### config.mk
export PLATFORM = sky130hd
export DESIGN_NAME = traffic_scheduler
export DESIGN_NICKNAME = d
export VERILOG_FILES = /design/src/rtl/traffic_scheduler.sv
export SDC_FILE = /design/constraint.sdc
export NUM_CORES = 1
export LEC_CHECK = 0
export ABC_AREA = 0
export CAP_MARGIN = 15
export CORE_MARGIN = 2
export CORE_UTILIZATION = 40
export DETAILED_ROUTE_END_ITERATION = 8
export GPL_ROUTABILITY_DRIVEN = 1
export PLACE_DENSITY = 0.73
export SETUP_SLACK_MARGIN = 0.3
export SKIP_LAST_GASP = 1
export SLEW_MARGIN = 10
export SYNTH_ARGS = -nofsm -noshare
export SYNTH_HDL_FRONTEND = slang
export SYNTH_SLANG_ARGS = --single-unit
### constraint.sdc
create_clock -name clk -period 4.3 [get_ports clk]
set_clock_uncertainty 0.1 [all_clocks]
set_input_delay 0.43 -clock clk [delete_from_list [all_inputs] [get_ports clk]]
set_output_delay 0.43 -clock clk [all_outputs]
set_load 0.1 [all_outputs]
### src/rtl/traffic_scheduler.sv
// traffic_scheduler: round state machine and obstacle generator feeding the car display.
// Paces obstacle movement from a programmable tick period, spawns one obstacle at a
// time in a pseudo-random lane, scrolls it down the screen, counts dodges, and
// reacts to the player collision flag.
//
// Optional feature macro: TRAFFIC_SPEEDUP_EN. When defined, the tick period halves
// every 8 points, up to 8x faster.
//
// Ports:
//   clk                 in   1   system/pixel clock, rising edge
//   rst                 in   1   asynchronous active-low reset
//   start               in   1   button level; only its rising edge is acted on
//   speed               in  20   tick period minus one, in clk cycles
//   rand_value          in  16   free-running LFSR value, sampled at spawn
//   collision           in   1   player/obstacle overlap flag
//   active_column       out  2   obstacle lane: 0 left, 1 middle, 2 right
//   traffic_y_position  out 10   top row of the obstacle
//   traffic_active      out  1   obstacle on screen
//   game_active         out  1   round in progress
//   game_over           out  1   crashed
//   score               out  8   dodged obstacles, saturating
module traffic_scheduler #(
    parameter int unsigned STEP_PX   = 4,
    parameter int unsigned Y_LIMIT   = 480,
    parameter int unsigned SPAWN_GAP = 16
) (
    input  logic        clk,
    input  logic        rst,
    input  logic        start,
    input  logic [19:0] speed,
    input  logic [15:0] rand_value,
    input  logic        collision,
    output logic [1:0]  active_column,
    output logic [9:0]  traffic_y_position,
    output logic        traffic_active,
    output logic        game_active,
    output logic        game_over,
    output logic [7:0]  score
);

    localparam int unsigned CNT_W = 20;
    localparam int unsigned Y_W   = 10;
    localparam int unsigned GAP_W = $clog2(SPAWN_GAP + 1);

    typedef enum logic [1:0] {IDLE, GAP, RUN, CRASH} state_t;

    state_t             state_q, state_n;
    logic               start_d, start_rise;
    logic [CNT_W-1:0]   cnt_q, cnt_n;
    logic [GAP_W-1:0]   gap_q, gap_n;
    logic [1:0]         active_column_n;
    logic [Y_W-1:0]     traffic_y_position_n;
    logic               traffic_active_n;
    logic               game_active_n;
    logic               game_over_n;
    logic [7:0]         score_n;
    logic [CNT_W-1:0]   threshold_c;
    logic               running_c;
    logic               tick_c;
    logic               unused_c;

`ifdef TRAFFIC_SPEEDUP_EN
    logic [1:0]         level_q, level_n;
    assign threshold_c = speed >> level_q;
`else
    assign threshold_c = speed;
`endif

    // Only the lane bits of the LFSR matter here
    assign unused_c = ^rand_value[15:2];

    assign running_c = (state_q == GAP) || (state_q == RUN);
    assign tick_c    = running_c && (cnt_q >= threshold_c);

    // Next-state and next-output logic
    always_comb begin
        state_n              = state_q;
        cnt_n                = cnt_q;
        gap_n                = gap_q;
        active_column_n      = active_column;
        traffic_y_position_n = traffic_y_position;
        traffic_active_n     = traffic_active;
        score_n              = score;
`ifdef TRAFFIC_SPEEDUP_EN
        level_n              = level_q;
        // Level only changes at a tick so a period in progress is never cut short
        if (tick_c) begin
            level_n = (score[7:3] > 5'd3) ? 2'd3 : score[4:3];
        end
`endif
        if (tick_c) begin
            cnt_n = '0;
        end else if (running_c) begin
            cnt_n = cnt_q + CNT_W'(1);
        end

        case (state_q)
            IDLE, CRASH: begin
                if (start_rise) begin
                    score_n          = '0;
                    gap_n            = '0;
                    cnt_n            = '0;
                    traffic_active_n = 1'b0;
`ifdef TRAFFIC_SPEEDUP_EN
                    level_n          = '0;
`endif
                    state_n          = GAP;
                end
            end
            GAP: begin
                if (tick_c) begin
                    gap_n = gap_q + GAP_W'(1);
                    if (gap_q == GAP_W'(SPAWN_GAP - 1)) begin
                        // Lane 3 does not exist; fold it onto the middle lane
                        active_column_n      = (rand_value[1:0] == 2'd3) ? 2'd1 : rand_value[1:0];
                        traffic_y_position_n = '0;
                        traffic_active_n     = 1'b1;
                        state_n              = RUN;
                    end
                end
            end
            RUN: begin
                // Collision takes priority over a same-cycle despawn
                if (collision && traffic_active) begin
                    state_n = CRASH;
                end else if (tick_c) begin
                    if (traffic_y_position >= Y_W'(Y_LIMIT - STEP_PX)) begin
                        traffic_active_n = 1'b0;
                        score_n          = (score == 8'hFF) ? score : score + 8'd1;
                        gap_n            = '0;
                        state_n          = GAP;
                    end else begin
                        traffic_y_position_n = traffic_y_position + Y_W'(STEP_PX);
                    end
                end
            end
            default: state_n = IDLE;
        endcase

        game_active_n = (state_n == GAP) || (state_n == RUN);
        game_over_n   = (state_n == CRASH);
    end

    // State and output registers
    always_ff @(posedge clk or negedge rst) begin
        if (!rst) begin
            state_q            <= IDLE;
            start_d            <= 1'b0;
            start_rise         <= 1'b0;
            cnt_q              <= '0;
            gap_q              <= '0;
            active_column      <= '0;
            traffic_y_position <= '0;
            traffic_active     <= 1'b0;
            game_active        <= 1'b0;
            game_over          <= 1'b0;
            score              <= '0;
`ifdef TRAFFIC_SPEEDUP_EN
            level_q            <= '0;
`endif
        end else begin
            state_q            <= state_n;
            start_d            <= start;
            start_rise         <= start & ~start_d;
            cnt_q              <= cnt_n;
            gap_q              <= gap_n;
            active_column      <= active_column_n;
            traffic_y_position <= traffic_y_position_n;
            traffic_active     <= traffic_active_n;
            game_active        <= game_active_n;
            game_over          <= game_over_n;
            score              <= score_n;
`ifdef TRAFFIC_SPEEDUP_EN
            level_q            <= level_n;
`endif
        end
    end

endmodule

* After elaboration in Yosys (flattened, before gate mapping)
Cells that the tools add are included.
Operators by class: $add $sub $neg 4, $lt $le $gt $ge 2, eq/ne operators 17, muxes and demuxes 37, bitwise operators 2, reduce and logical (&&, ||, !) cells 13
Operator list (count):
- 2-to-1 mux 20 bit | 4
- 2-to-1 mux 10 bit | 5
- 2-to-1 mux 8 bit | 5
- 2-to-1 mux 5 bit | 5
- adder 20 x 1 -> 20 bit (second input constant) | 1
- greater-or-equal comparator 20 bit | 1
- case mux 10 bit (2 select lines) | 1
- AND reduction 6 bit | 3
- case mux 8 bit (2 select lines) | 1
- case mux 5 bit (3 select lines) | 1
- 2-to-1 mux 2 bit | 7
- != test 2 bit (second input constant) | 6
- adder 10 x 3 -> 10 bit (second input constant) | 1
- equality test 2 bit (second input constant) | 5
- greater-or-equal comparator 10 x 9 -> 1 bit (second input constant) | 1
- adder 8 x 1 -> 8 bit (second input constant) | 1
- equality test 8 bit (second input constant) | 1
- 2-to-1 mux 1 bit | 6
- case mux 2 bit (3 select lines) | 1
- adder 5 x 1 -> 5 bit (second input constant) | 1
- equality test 5 x 4 -> 1 bit (second input constant) | 1
- AND reduction 5 bit | 1
- equality test 2 x 1 -> 1 bit (second input constant) | 2
- != test 2 x 1 -> 1 bit (second input constant) | 2
- other kinds (9) | 12
Storage, ports and cells: register bits after elaboration 52, bits of input ports 40, output and inout bits 23, logic and storage cells 86

* Longest topological paths before layout
Gate-level depths: netlist of the first run.
depth in word-level cells 8, mapped depth 11, depth with buffers taken out 11

* Worst setup path before layout of the first run
Ideal clock, no wire load.
kind reg-to-reg, start reg traffic_y_position[3], end reg score[7], setup time 71 ps, arrival time 2943 ps, setup slack 1186 ps, stages on the path, launching flop included 10, path buffers 0, cell sequence dfrtp_1 > ha_1 > o21ai_2 > nand2b_2 > a41oi_4 > o21ai_4 > nand2_1 > o41a_1 > or4_1 > nand3_1
Between the ends: word-level cells in the longest chain between the ends 3
RTL lines:
- from (decl) | line 34 | output logic [9:0] traffic_y_position,
- from (signal assigned) | line 168 | traffic_y_position <= traffic_y_position_n;
- greater-or-equal comparator 10 x 9 -> 1 bit | line 127 | if (traffic_y_position >= Y_W'(Y_LIMIT - STEP_PX)) begin
- != test 2 x 1 -> 1 bit (no source line)
- AND reduction 6 bit (no source line)
- to (signal assigned) | line 172 | score <= score_n;
- to (decl) | line 38 | output logic [7:0] score
No other way between the ends. A chain may end at the register's enable or synchronous reset.

* Worst setup path after layout of the first run
start in speed[15], end reg score[0]
Between the ends: word-level cells in the longest chain between the ends 4
RTL lines:
- from (decl) | line 30 | input logic [19:0] speed,
- greater-or-equal comparator 20 bit | line 73 | assign tick_c = running_c && (cnt_q >= threshold_c);
- logical AND 1 bit | line 73
- != test 2 bit (no source line)
- AND reduction 6 bit (no source line)
No other way between the ends.

==> summary by stage, run 1 <==
Status
The run finished with clean final reports.

Synth
The share of flip-flops with an asynchronous set or reset after synthesis is 100%. The primary flip-flop cell chosen by synthesis mapping is sky130_fd_sc_hd__dfrtp_1. The number of enable-type register cells in the synthesized netlist is 0.

The total standard cell area after synthesis is 0.00310 mm². By area the synthesized netlist is led by sky130_fd_sc_hd__dfrtp_1 40%, sky130_fd_sc_hd__ha_1 12%, sky130_fd_sc_hd__nor2_1 4.5%. The cell taking the most area after synthesis is sky130_fd_sc_hd__dfrtp_1. Counting distinct cell types in the post-synthesis netlist gives between 40 and 50. The mean post-synth cell area is between 9 and 10 µm². The synthesized design contains 50 register bits. During synthesis, Yosys emitted a total of 0 warnings.

The register area share after synthesis is 40.4%. The synthesized design devotes to its leading area cell type 40.4% of total area. Synthesis produced 341 cells.

Critical path
The type of element launching the critical path is an input port. The end of the critical path is score[0]. The category of the worst setup path capture point is a flop. The data required time of the worst path is 4.39 ns. The capture instance of the worst register-to-register path is score[0]. Setup slack on the worst reg-to-reg path comes out at ~1.3 ns. The most critical setup path has its startpoint at speed[15]. The maximum fanout count along the critical path is 13. The critical path is of the input port to flop type. Measured in cells, the most critical reg-to-reg path has a length of 7. Data on the critical path arrives at its endpoint at 3.30 ns. The critical register-to-register path startpoint is cnt_q[15].

Power
The clock network burns 29.9% of the power. The leakage power summed over all cells is 0.00177 µW. The analysis attributes to net switching a power of 215 µW. In this run the power density over the cells is about 230 mW/mm². Sequential cells account for 58.7% of the total power. The internal portion of total power is 644 µW.

IR analysis of the VDD net gives a maximum drop of approximately 0.10 mV. The proportion of total power due to net switching is 25.0%. The part of the power in combinational logic is 11.5%.

Clock network
For this design, the CTS-stage hold fixing added 0 buffers. After clock tree synthesis, the clock-pin slew on the worst setup and hold paths is about 0.09 ns. The post-CTS setup buffer count is 0. For the worst-skew pair, the clock arrives at the later sink with an insertion delay of 0.30 ns. The maximum clock insertion buffer count is 2. The CTS tree is yes. Buffers inserted during clock tree synthesis total 5. The maximum level of the CTS H-tree is 2.

The number of gates resized after CTS was 0. Clock tree synthesis selected as its root buffer the cell sky130_fd_sc_hd__clkbuf_8. The number of clock sinks seen by CTS is 50.

Drt
In the routed layout, each cell is associated on average with a via count of 5.19. The length of the first detailed-routing pass in iterations is 4. In the routed design, unresolved DRC markers number 0. After detailed routing, the average wire length per cell comes to 12.7 µm. The number of antenna-violating nets in the routed design is 0. For this block, the routed nets add up to about 6200 µm of wire.

The starting DRC count in detailed routing is 114. The total via count in the routed design is 2550.

Floorplanning
The number of core rows is 32. Pin placement for this block handled 63 I/O pins. The area of the placeable core is roughly 0.0076 mm².

The starting utilization of the core area is 40.7%. The floorplan step set the die height to roughly 92 µm. The floorplan step set the die width to 92.0 µm. The die area is 0.00846 mm².

Timing
The number of max-slew violations in the final report came to 0. The time the worst path needs with I/O delays and setup is roughly 3.2 ns. For the pin with the worst max-slew slack, the measured transition is 0.973 ns. Dividing the final minimum period by the clock period gives about three quarters.

The total of endpoints with negative setup slack in the final report is 0. The final hold violation count was 0. The highest clock rate is 0.311 GHz. Setup repair after global routing left no endpoint under its margin.

Measured against its own limit, the worst slew margin works out to a little over a third. In the final timing run, aggregate negative setup slack is 0 ns.

Place
The count of buffers added on input and output ports is 46. The post-DP HPWL is between 4000 and 5000 µm. The final estimated routing congestion in global placement is 0.771.

Global route
The wire length of the first global-routing pass is 11000 µm. The total overflow reported by the global router is 0. The total track usage is 15.6%. The number of antenna violations at the first check in global routing came to 0.

The number of global-route vias before repair is 2496. The pin count of the biggest net entering global routing is 51.

Layout
Once layout is complete, the utilization of the core stands at 49.2%. The layout-stage area growth over the synthesis result is 20.8%. The final net count is 458.

0 antenna diodes ended up in the layout. After filler insertion, the fill cell instance count of the layout stands at between 700 and 800. Cells with a size suffix above 1 make up 4.37% of the layout.

Flow run
Across the run, the number of max-cap violations was 0.

Hold path
The worst hold path belongs to the class input port to asynchronous set/reset pin.
final cells by class:
class | instances | area (µm²) | share of cell area (%)
inverter | 32 | 120 | 3.21
timing repair buffer | 49 | 478 | 12.8
multi-input combinational | 251 | 1690 | 45.1
tap | 102 | 128 | 3.41
clock buffer | 5 | 68.8 | 1.84
sequential | 50 | 1250 | 33.4
clock inverter | 2 | 10.0 | 0.267
worst max-delay path, stage by stage:
cell                              delay, ns
sky130_fd_sc_hd__clkdlybuf4s50_1       0.45
sky130_fd_sc_hd__inv_1                 0.04
sky130_fd_sc_hd__ha_1                  0.32
sky130_fd_sc_hd__a21oi_1               0.16
sky130_fd_sc_hd__a31oi_1               0.09
sky130_fd_sc_hd__a211oi_1              0.44
sky130_fd_sc_hd__a21boi_1              0.49
sky130_fd_sc_hd__o41a_1                0.50
sky130_fd_sc_hd__mux2_2                0.38
state kept, by name (all words and copies together), names as in the netlist:
name / count
cnt_q: 20
score: 8
traffic_y_position: 8
gap_q: 5
active_column: 2
state_q: 2
game_active: 1
game_over: 1
start_d: 1
start_rise: 1
traffic_active: 1
cell usage after synthesis, types with 3 or more instances:
master	n
sky130_fd_sc_hd__a211oi_1	3
sky130_fd_sc_hd__a21oi_1	16
sky130_fd_sc_hd__a22o_1	4
sky130_fd_sc_hd__and2_1	4
sky130_fd_sc_hd__and3_1	10
sky130_fd_sc_hd__clkbuf_1	6
sky130_fd_sc_hd__dfrtp_1	50
sky130_fd_sc_hd__ha_1	29
sky130_fd_sc_hd__inv_1	31
sky130_fd_sc_hd__nand2_1	28
sky130_fd_sc_hd__nand3_1	22
sky130_fd_sc_hd__nand3b_1	4
sky130_fd_sc_hd__nand4_1	9
sky130_fd_sc_hd__nor2_1	37
sky130_fd_sc_hd__nor2b_1	4
sky130_fd_sc_hd__nor3_1	3
sky130_fd_sc_hd__o211ai_1	3
sky130_fd_sc_hd__o21ai_0	17
sky130_fd_sc_hd__o22ai_1	3
sky130_fd_sc_hd__xnor2_1	9
sky130_fd_sc_hd__xor2_1	14
power by group through the flow:
stage | Sequential (µW) | Combinational, µW | Clock [µW]
after floorplan | 509 | 59.5 | 0
after global placement | 513 | 96.8 | 0
after detailed placement | 514 | 99.8 | 0
after CTS | 505 | 101 | 266
after global routing | 508 | 114 | 287
final | 504 | 98.4 | 257
stage by stage:
stage / setup slack [ns] / hold WS [ns] / cell area, µm² / total power [µW] / instances
detailed placement: 0.821 / 0.290 / 3660 / 614 / 484
global route: 0.892 / 0.173 / 3740 / 910 / 491
finish: 1.08 / 0.120 / 3740 / 859 / 491
global placement: 0.868 / 0.284 / 3660 / 609 / 484
CTS: 1.14 / 0.153 / 3740 / 872 / 491
floorplan: 1.19 / 0.0344 / 3100 / 568 / 342
worst min path at each step:
| stage | startpoint | end | depth (start not counted) |
|---|---|---|---|
| final | rst | cnt_q[6] | 2 |
| after global routing | rst | cnt_q[7] | 2 |
| after CTS | rst | cnt_q[6] | 2 |
| after detailed placement | start_d | start_rise | 1 |
| after global placement | start_d | start_rise | 1 |
| after floorplan | rst | active_column[0] | 0 |
cell families after synthesis:
group	synth area share (%)
and+or+nand+nor	20.2
DFF	40.4
buffers and inverters	5.25
muxes	1.05
xor gates and xnor gates	6.50
adders and majority gates	11.7
other	0.121
AOI/OAI and AO/OA	14.8
layout by cell type, fill, tap and decap left out, types with 9 or more instances in the layout:
cell type and n:
sky130_fd_sc_hd__dfrtp_1 50, sky130_fd_sc_hd__clkdlybuf4s50_1 45, sky130_fd_sc_hd__nor2_1 37, sky130_fd_sc_hd__inv_1 31
sky130_fd_sc_hd__ha_1 29, sky130_fd_sc_hd__nand2_1 28, sky130_fd_sc_hd__nand3_1 22, sky130_fd_sc_hd__o21ai_0 17
sky130_fd_sc_hd__a21oi_1 16, sky130_fd_sc_hd__xor2_1 14, sky130_fd_sc_hd__and3_1 10, sky130_fd_sc_hd__nand4_1 9
sky130_fd_sc_hd__xnor2_1 9
layer usage:
layer	GRT usage, %	share of wire (%)	routed length, µm
met3	3.04	3.6	225
met2	27.0	48	2960
met5	0	0	0
met1	20.7	48	3000
met4	2.74	0.63	39
Power figures use the tool's default switching activity.
==> inputs of run 2 (changes only) <==
clock period = 3.09 ns   (was 4.3 ns; I/O delays follow)
==> run 2 against run 1 <==
Sequential share of layout area shrank 2.1 points. Sequential power grew 39%. First-iteration DRC count grew 18%. Die area is the same. Cell area grew 7.4%. Register-to-register slack lost 0.92 ns. Non-clock buffer count grew 16.
==> summary by stage, run 2 (synthesis gave the netlist of run 1 again) <==
Layout
The filler cell count is 682 (was 734). The share of the core filled with cells in the final layout came to 52.9% (was 49.2%). The leading cell type in the layout, fill and taps excluded is sky130_fd_sc_hd__dfrtp_1 (unchanged). The layout-stage area growth over the synthesis result is 29.8% (was 20.8%).

The fraction of final layout cells sized beyond drive strength 1 is 20.2% (was 4.37%). The number of antenna diodes came to 0 (unchanged). The final net count is 474 (was 458). The register ranked first by flip-flop count is cnt_q (unchanged). The flip-flop count of the largest register after layout is 20 (unchanged). Largest registers in the final layout: cnt_q: 20 flops, score: 8 flops, traffic_y_position: 8 flops (unchanged). The area of all placed cells without fillers is 0.00402 mm² (was 0.00374 mm²). Most frequent cells in the layout: 42 x sky130_fd_sc_hd__dfrtp_1, 37 x sky130_fd_sc_hd__buf_4, 36 x sky130_fd_sc_hd__nor2_1, 28 x sky130_fd_sc_hd__nand2_1, 25 x sky130_fd_sc_hd__inv_1 (was 50 x sky130_fd_sc_hd__dfrtp_1, 45 x sky130_fd_sc_hd__clkdlybuf4s50_1, 37 x sky130_fd_sc_hd__nor2_1, 31 x sky130_fd_sc_hd__inv_1, 29 x sky130_fd_sc_hd__ha_1).

Clock network
The CTS tree is yes (unchanged). The number of clock sinks seen by CTS is 50 (unchanged). The maximum clock insertion buffer count is 2 (unchanged). The clock-pin slew on the worst setup and hold paths is 0.09 ns (about the same).

The maximum level of the CTS H-tree is 2 (unchanged). The total clock buffers created by CTS was 5 (unchanged). The clock latency on the worst-skew pair is 0.31 ns (was 0.30 ns). The root buffer cell was sky130_fd_sc_hd__clkbuf_8 (unchanged).

Critical path
The arrival time of data at the critical path endpoint was 2.89 ns (was 3.30 ns). The depth of the worst register-to-register path is 10 (was 7). The internal reg-to-reg setup slack is 0.34 ns (was 1.26 ns). The data required time of the worst path came to 3.23 ns (was 4.39 ns).

The type of element launching the critical path is a flop (was input port). The critical register-to-register path startpoint is cnt_q[15] (unchanged). The category of the worst setup path capture point is a flop (unchanged).

The capture instance of the worst register-to-register path is score[7] (was score[0]). The maximum fanout count along the critical path was 6 (was 13). The type of the setup path with the least slack was flop to flop (was input port to flop).

Timing
The final hold violation count is 0 (unchanged). The highest clock rate is 0.364 GHz. After layout, the worst path uses 88.9% of the clock period. The total of endpoints with negative setup slack in the final report is 0 (unchanged). The worst-margin pin slew is 0.628 ns (was 0.973 ns). The summed negative setup slack over all endpoints is 0 ns (unchanged). The clock period could shrink to 2.75 ns. The smallest hold slack is 0.299 ns (was 0.120 ns). The number of max-slew violations in the final report was 0 (unchanged).

The worst slew margin relative to its limit was 58.1% (was 34.9%). Unrepaired setup endpoints after global routing: true (was false). The final worst-path setup slack came to 0.342 ns (was 1.08 ns).

Global route
The number of antenna violations at the first check in global routing is 0 (unchanged). The pin count of the biggest net entering global routing came to 30 (was 51). The wire length of the first global-routing pass is 11600 µm (was 11000 µm). The number of global-route vias before repair is 2589 (was 2496). The total track usage is 16.5% (was 15.6%). The total overflow reported by the global router is 0 (unchanged).

Power
The leakage power summed over all cells is 0.00195 µW (was 0.00177 µW). The largest voltage drop on the vdd net is 0.233 mV (was 0.103 mV). The power density over cell area is 348 mW/mm² (was 230 mW/mm²).

Drt
The number of vias per cell after detailed routing is 5.19 (about the same). The final routed wire length divided by cell count is 13.2 µm (was 12.7 µm). The final routed DRC violation total is 0 (unchanged). The total via count in the routed design is 2639 (was 2550). The detailed-route wire length is 6710 µm (was 6220 µm). The number of antenna-violating nets in the routed design was 0 (unchanged).

The length of the first detailed-routing pass in iterations is 4 (unchanged). The starting DRC count in detailed routing is 135 (was 114).

Place
The post-DP HPWL is 4770 µm (was 4570 µm). The instance area after placement came to 0.00368 mm² (was 0.00366 mm²). The count of port buffers added during placement was 46 (unchanged).

The pre-CTS setup slack is -0.101 ns (was 0.821 ns). The final estimated routing congestion in global placement was 0.818 (was 0.771).

Hold path
The type of the most critical hold path is flop to flop (was input port to asynchronous set/reset pin). The worst hold path begins at start_d. Counting instances, the worst hold path has a depth of 1. The worst min-delay path endpoint is start_rise.

Floorplanning
The die boundary height is 92.0 µm (unchanged). The die area was 0.00846 mm² (unchanged). The area of the placeable core came to 0.00761 mm² (unchanged). The horizontal extent of the die is 92.0 µm (unchanged). The number of core rows was 32 (unchanged). The I/O pin count is 63 (unchanged).

The starting utilization of the core area is 40.7% (unchanged).

Flow run
The max-cap violation count is 0 (unchanged).

Status
Result of the run: finished clean (unchanged).
run 2: per-layer routing:
metal | vias up | share of wire, % | track usage, %
li1 | 1309 | - | -
met1 | 1261 | 46 | 21.8
met2 | 56 | 49 | 27.5
met3 | 13 | 3.2 | 2.22
met4 | 0 | 2.2 | 6.34
met5 | - | 0 | 0
run 2: what timing repair did:
item | 4_1_cts | 5_1_grt
pin swaps | 5 | 11
hold buffers | 1 | 0
buffers inserted | 1 | 5
gates resized for setup | 2 | 36
hold endpoints to repair | 28 | 0
endpoints found under the setup margin | 3 | 17
run 2: area by class of cell:
type	count	area (µm²)	area share (%)
sequential	50	1260	31.4
timing repair buffer	65	573	14.3
tap	102	128	3.17
multi-input combinational	251	1800	44.8
inverter	32	120	2.99
clock inverter	3	68.8	1.71
clock buffer	5	68.8	1.71
run 2: worst max path at each step:
stage,start,to,slack [ns],cells past startpoint
final,cnt_q[15],score[7],0.34,10
after global placement,speed[18],game_active,-0.08,11
after floorplan,traffic_y_position[3],score[7],0.32,9
after detailed placement,speed[15],game_active,-0.10,11
after global routing,cnt_q[18],traffic_y_position[5],0.26,12
after CTS,speed[18],game_active,0.31,11
run 2: stage by stage:
stage,instances,total power [µW]
after CTS,503,1410
after detailed placement,493,856
after global placement,493,850
after floorplan,342,790
final,508,1400
after global routing,508,1480
run 2: where the power goes:
group          leakage [µW]  switching, µW  internal [µW]
sequential         0.000624           26.7            676
clock             0.0000683            222            324
combinational       0.00126           78.3           73.5
run 2: worst max-delay path, stage by stage (launching register included):
cell and delay (ns):
sky130_fd_sc_hd__dfrtp_2 0.47, sky130_fd_sc_hd__ha_4 0.30, sky130_fd_sc_hd__nand4_1 0.08, sky130_fd_sc_hd__a31oi_1 0.22, sky130_fd_sc_hd__a211oi_2 0.07, sky130_fd_sc_hd__buf_4 0.14
sky130_fd_sc_hd__a21boi_4 0.13, sky130_fd_sc_hd__buf_6 0.13, sky130_fd_sc_hd__o41a_1 0.46, sky130_fd_sc_hd__or4_1 0.49, sky130_fd_sc_hd__nand3_1 0.09
==> inputs of run 3 (changes only) <==
CTS_CLUSTER_SIZE = 25   (was default)
==> results of run 3 <==
The final DEF is identical to that of run 2; final timing and power are the same.
